<file path="src/rtl/mix_columns_seq.sv">
// Iterative AES-128 MixColumns: COLS_PER_CYCLE columns per clock, valid/ready in and out,
// with a per-transfer bypass for the final round.
module mix_columns_seq #(
    parameter int COLS_PER_CYCLE = 1
) (
    input  logic         clk,
    input  logic         rst,
    input  logic         in_valid,
    output logic         in_ready,
    input  logic [127:0] in_data,
    input  logic         in_bypass,
    output logic         out_valid,
    input  logic         out_ready,
    output logic [127:0] out_data
);

    if (COLS_PER_CYCLE != 1 && COLS_PER_CYCLE != 2 && COLS_PER_CYCLE != 4) begin : g_bad_cols
        $error("mix_columns_seq: COLS_PER_CYCLE must be 1, 2 or 4");
    end

    // state | meaning
    // IDLE  | waiting for a state to accept
    // BUSY  | mixing one column group per cycle in place
    // DONE  | result held on out_data until out_ready
    typedef enum logic [1:0] {
        IDLE = 2'd0,
        BUSY = 2'd1,
        DONE = 2'd2
    } state_t;

    state_t         r_state;
    state_t         w_state_nxt;
    logic [1:0]     r_cnt;
    logic           r_bypass;
    logic [127:0]   r_data;
    logic           w_accept;
    logic           w_last;
    logic [127:0]   w_mixed;

    function automatic logic [7:0] xt(input logic [7:0] x);
        return {x[6:0], 1'b0} ^ (x[7] ? 8'h1b : 8'h00);
    endfunction

    function automatic logic [31:0] mix_col(input logic [31:0] col);
        logic [7:0] a0, a1, a2, a3;
        logic [7:0] b0, b1, b2, b3;
        a0 = col[31:24];
        a1 = col[23:16];
        a2 = col[15:8];
        a3 = col[7:0];
        b0 = xt(a0) ^ xt(a1) ^ a1 ^ a2 ^ a3;
        b1 = a0 ^ xt(a1) ^ xt(a2) ^ a2 ^ a3;
        b2 = a0 ^ a1 ^ xt(a2) ^ xt(a3) ^ a3;
        b3 = xt(a0) ^ a0 ^ a1 ^ a2 ^ xt(a3);
        return {b0, b1, b2, b3};
    endfunction

    // Only the columns in the current group are rewritten; the rest pass through.
    always_comb begin
        w_mixed = r_data;
        for (int c = 0; c < 4; c++) begin
            if (!r_bypass && (c >= int'(r_cnt)) && (c < int'(r_cnt) + COLS_PER_CYCLE)) begin
                w_mixed[127-32*c -: 32] = mix_col(r_data[127-32*c -: 32]);
            end
        end
    end

    assign w_last = (r_cnt == 2'(4 - COLS_PER_CYCLE));

    always_comb begin
        w_state_nxt = r_state;
        w_accept    = 1'b0;
        case (r_state)
            IDLE: begin
                if (in_valid) begin
                    w_accept    = 1'b1;
                    w_state_nxt = BUSY;
                end
            end
            BUSY: begin
                if (w_last) begin
                    w_state_nxt = DONE;
                end
            end
            DONE: begin
                if (out_ready) begin
                    w_state_nxt = IDLE;
                end
            end
            default: w_state_nxt = IDLE;
        endcase
    end

    always_ff @(posedge clk) begin
        if (rst) begin
            r_state <= IDLE;
        end else begin
            r_state <= w_state_nxt;
        end
    end

    always_ff @(posedge clk) begin
        if (rst) begin
            r_data   <= '0;
            r_cnt    <= '0;
            r_bypass <= 1'b0;
        end else if (w_accept) begin
            r_data   <= in_data;
            r_bypass <= in_bypass;
            r_cnt    <= '0;
        end else if (r_state == BUSY) begin
            r_data   <= w_mixed;
            r_cnt    <= r_cnt + 2'(COLS_PER_CYCLE);
        end
    end

    // rst gates in_ready so a request presented during reset is never taken.
    assign in_ready  = (r_state == IDLE) && !rst;
    assign out_valid = (r_state == DONE);
    assign out_data  = r_data;

endmodule
</file>
<file path="config.mk">
export PLATFORM = sky130hd
export DESIGN_NAME = mix_columns_seq
export DESIGN_NICKNAME = d
export VERILOG_FILES = /design/src/rtl/mix_columns_seq.sv
export SDC_FILE = /design/constraint.sdc
export NUM_CORES = 1
export LEC_CHECK = 0
export CAP_MARGIN = 25
export CELL_PAD_IN_SITES_DETAIL_PLACEMENT = 0
export CELL_PAD_IN_SITES_GLOBAL_PLACEMENT = 1
export CORE_MARGIN = 10
export CORE_UTILIZATION = 41
export CTS_CLUSTER_DIAMETER = 200
export DETAILED_ROUTE_END_ITERATION = 6
export PLACE_DENSITY = 0.95
export SLEW_MARGIN = 15
export SYNTH_ARGS = -nofsm -noshare
export SYNTH_HDL_FRONTEND = slang
export SYNTH_SLANG_ARGS = --single-unit
</file>
<file path="constraint.sdc">
create_clock -name clk -period 4.8 [get_ports clk]
set_input_delay 0.96 -clock clk [delete_from_list [all_inputs] [get_ports clk]]
set_output_delay 0.96 -clock clk [all_outputs]
set_load 0.01 [all_outputs]
</file>
==> flow_metrics.tcl <==
set metrics [dict create \
    grt_util_met1_pct 26.9 \
    comb_power_share_pct 45.7 \
    synth_sequential_area_ratio_pct 25.7 \
    global_route.peak_usage_layer "met2" \
    worstPathCellList "buf_4 > inv_1 > nor2_1 > clkdlybuf4s50_1" \
    power_leakage_uw 0.00523 \
    post_synth_cell_types 49 \
    cellPowerDensity_nw_per_um2 388 \
    status "complete, no violations" \
    syn_area_per_cell_um2 9.36 \
    critical-path-top-delay-family "buffers and inverters" \
    root_buffer "sky130_fd_sc_hd__clkbuf_16" \
    synth.largest_area_cell "sky130_fd_sc_hd__dfxtp_1" \
    power.switching_fraction_pct 34.2 \
    setup.worst_path.end_class "primary output" \
    rsz0062_at_grt "false" \
    area_growth_pct 32.0 \
    p_clk_share_pct 25.5 \
    synthesis.instances 1105 \
    overflow 0 \
    globalRouteMet3Util_pct 4.59 \
    synth_seq_cells 133 \
    yosys-top-cells-area "sky130_fd_sc_hd__dfxtp_1 (26%), sky130_fd_sc_hd__xnor2_1 (17%), sky130_fd_sc_hd__xnor3_1 (13%), sky130_fd_sc_hd__xor2_1 (7.2%), sky130_fd_sc_hd__a211oi_1 (4.1%)" \
    maxSlewViolCount 0 \
    critPathRequiredTime_ps 3840 \
    finalCriticalPeriod_ps 3630 \
    io_buffer_count 262 \
    critPathLaunchType "register" \
    skew_ps 14.1 \
    worstSetupPathType "reg -> out" \
    cts.sink_count 133 \
    initial_drc_count 585 \
    grt_usage_pct 20.3 \
    routed_wire_length_per_instance_um 20.2 \
    gp_congestion 0.864 \
    worst_ir_drop_vdd_mv 0.271 \
    power.sequential.fraction_pct 28.8 \
    synth_warnings 0 \
    final_nets 1438 \
    path_clk_slew_ps 60 \
    floorplan.initialDensity_pct 41.4 \
    antenna_found_initial 2 \
    yosysMostFrequentCell "sky130_fd_sc_hd__xnor2_1" \
    critical-path-max-stage-delay_ps 580 \
    cap_violations 0 \
    syn_nets 1243 \
    post-synth-top-area-fraction_pct 25.7 \
    maxSlewHeadroom_pct 36.1 \
    route.antenna.remaining_nets 0 \
    ys_dominant_reg_cell "sky130_fd_sc_hd__dfxtp_1" \
    synth-async-reset-ratio_pct 0 \
    clock_insertion_delay_worst_skew_ps 420 \
    floorplan.die.width_um 179 \
    post_synthesis_cell_area_um2 10300 \
    worst_ep_arrival_time_ps 2670 \
    holdBufCountCts 0 \
    p_int_uw 3490 \
    std_cell_rows 58 \
    global_routing_usage_on_met2_pct 32.2 \
    post_cts.repair.setup_buffers 0 \
    timing_worst_slew_pin_value_ps 955 \
    layout.core_utilization_pct 54.7 \
    h-tree-depth 4 \
    tritoncts "built" \
    final-setup-viol-count 0 \
    first_global_vias 8993 \
    finalHoldViolCount 0 \
    final_worst_path_cycle_share_pct 75.7 \
    design.die.area_um2 32000 \
    num_io_pins 263 \
    synth.top_cells.by_count "sky130_fd_sc_hd__xnor2_1 (196), sky130_fd_sc_hd__dfxtp_1 (133), sky130_fd_sc_hd__xor2_1 (85)" \
    cts-resized-gates 0 \
    number_of_remaining_drc_errors 0 \
    placeableCoreArea_um2 25000 \
    number_of_flops_mapped_to_enable_cells_by_yosys 0 \
    clock.fmax_mhz 275 \
    grt_first_pass_wirelength_um 51400 \
    critical_path_peak_fanout 72 \
    switchingPower_uw 1810 \
    largest_net_degree_at_the_start_of_global_routing 73 \
    timing.critical_path.slowest_stage_cell "sky130_fd_sc_hd__buf_4" \
    clock_buffer_count_from_cts 17 \
    die_h_um 179 \
    routed_wl_um 33200 \
    critPathBufInv 3 \
    viasPerCell 5.45 \
    final.setup.tns_ps 0 \
    drt-pass1-iter-count 5 \
    place_hpwl_um 24000 \
    vias 8956 \
    worst_hold_path_type "reg -> reg" \
    cts-root-to-sink-buffers 2 \
    share_of_post_route_cells_with_drive_strength_above_1_pct 4.95 \
    fillCellCount 2271 \
]
-- final timing paths --
path	startpoint	end	slack, ps	cells after the start
setup / recovery	r_state[1]$_SDFFE_PP0P_	out_valid	1170	4
hold / removal	out_data[58]$_SDFFE_PP0P_	out_data[58]$_SDFFE_PP0P_	550	2
setup reg to reg	r_state[0]$_SDFFE_PP0P_	out_data[20]$_SDFFE_PP0P_	1690	5
hold reg to reg	out_data[58]$_SDFFE_PP0P_	out_data[58]$_SDFFE_PP0P_	550	2
-- worst reg2reg max path: cells and delay by family (launching register included) --
| family | cells | cell delay (ps) |
|---|---|---|
| and+or+nand+nor | 1 | 820 |
| AOI/OAI and AO/OA | 3 | 1220 |
| buffers and inverters | 1 | 350 |
| DFF | 1 | 690 |
-- metal layers --
layer,wire length (µm),part of all wire [%]
met4,665,2.0
met3,2260,6.8
met5,13,0.039
met2,15500,47
met1,14700,44
-- stage by stage --
stage | hold WS [ps] | cells | cell area [µm²] | worst slack (ps) | total power [µW]
floorplan | 476 | 1105 | 10300 | 1920 | 3270
global placement | 535 | 1609 | 13000 | 1440 | 3920
detailed placement | 547 | 1609 | 13000 | 1350 | 3950
CTS | 556 | 1640 | 13600 | 1130 | 5320
global route | 597 | 1643 | 13600 | 971 | 5580
finish | 554 | 1643 | 13600 | 1170 | 5300
-- area by class of cell --
type / instances / area, µm² / area share (%)
multi-input combinational: 871 / 7250 / 53.1
clock inverter: 10 / 123 / 0.899
inverter: 4 / 15.0 / 0.110
sequential: 133 / 2660 / 19.5
tap: 330 / 413 / 3.03
timing repair buffer: 273 / 2700 / 19.8
antenna: 1 / 2.50 / 0.0183
clock buffer: 21 / 480 / 3.52
-- registers in the layout (all words and copies together) (netlist names) --
signal	count
r_cnt	2
r_bypass	1
out_data	128
r_state	2
-- power by group through the flow --
stage / Clock (µW) / Combinational (µW) / Sequential, µW
final: 1350 / 2420 / 1520
after global routing: 1430 / 2610 / 1550
after CTS: 1370 / 2430 / 1520
after detailed placement: 0 / 2410 / 1540
after global placement: 0 / 2380 / 1540
after floorplan: 0 / 1790 / 1480
-- cells in the final DEF (no fill, tap or decap), drive strengths merged, types with 7 or more instances in the layout --
master,count
clkdlybuf4s50,261
xnor2,200
dfxtp,133
xor2,85
nor2,84
o21ai,82
nand2,70
xnor3,58
a211oi,56
a21oi,43
o21a,32
clkbuf,21
nand2b,19
xor3,17
o22ai,16
a311oi,14
a32oi,13
buf,12
a22oi,10
o221ai,8
nand3,7
-- logic make-up (layout without fill, tap and decap cells) --
family	Yosys count	count (layout)	share of synthesized area, %
and+or+nand+nor	203	203	8.78
adders and majority gates	5	5	0.605
buffers and inverters	101	308	4.28
muxes	2	2	0.218
AOI/OAI and AO/OA	301	301	19.4
DFF	133	133	25.7
other	0	1	0
xor gates and xnor gates	360	360	41.0
Power figures use the tool's default switching activity.
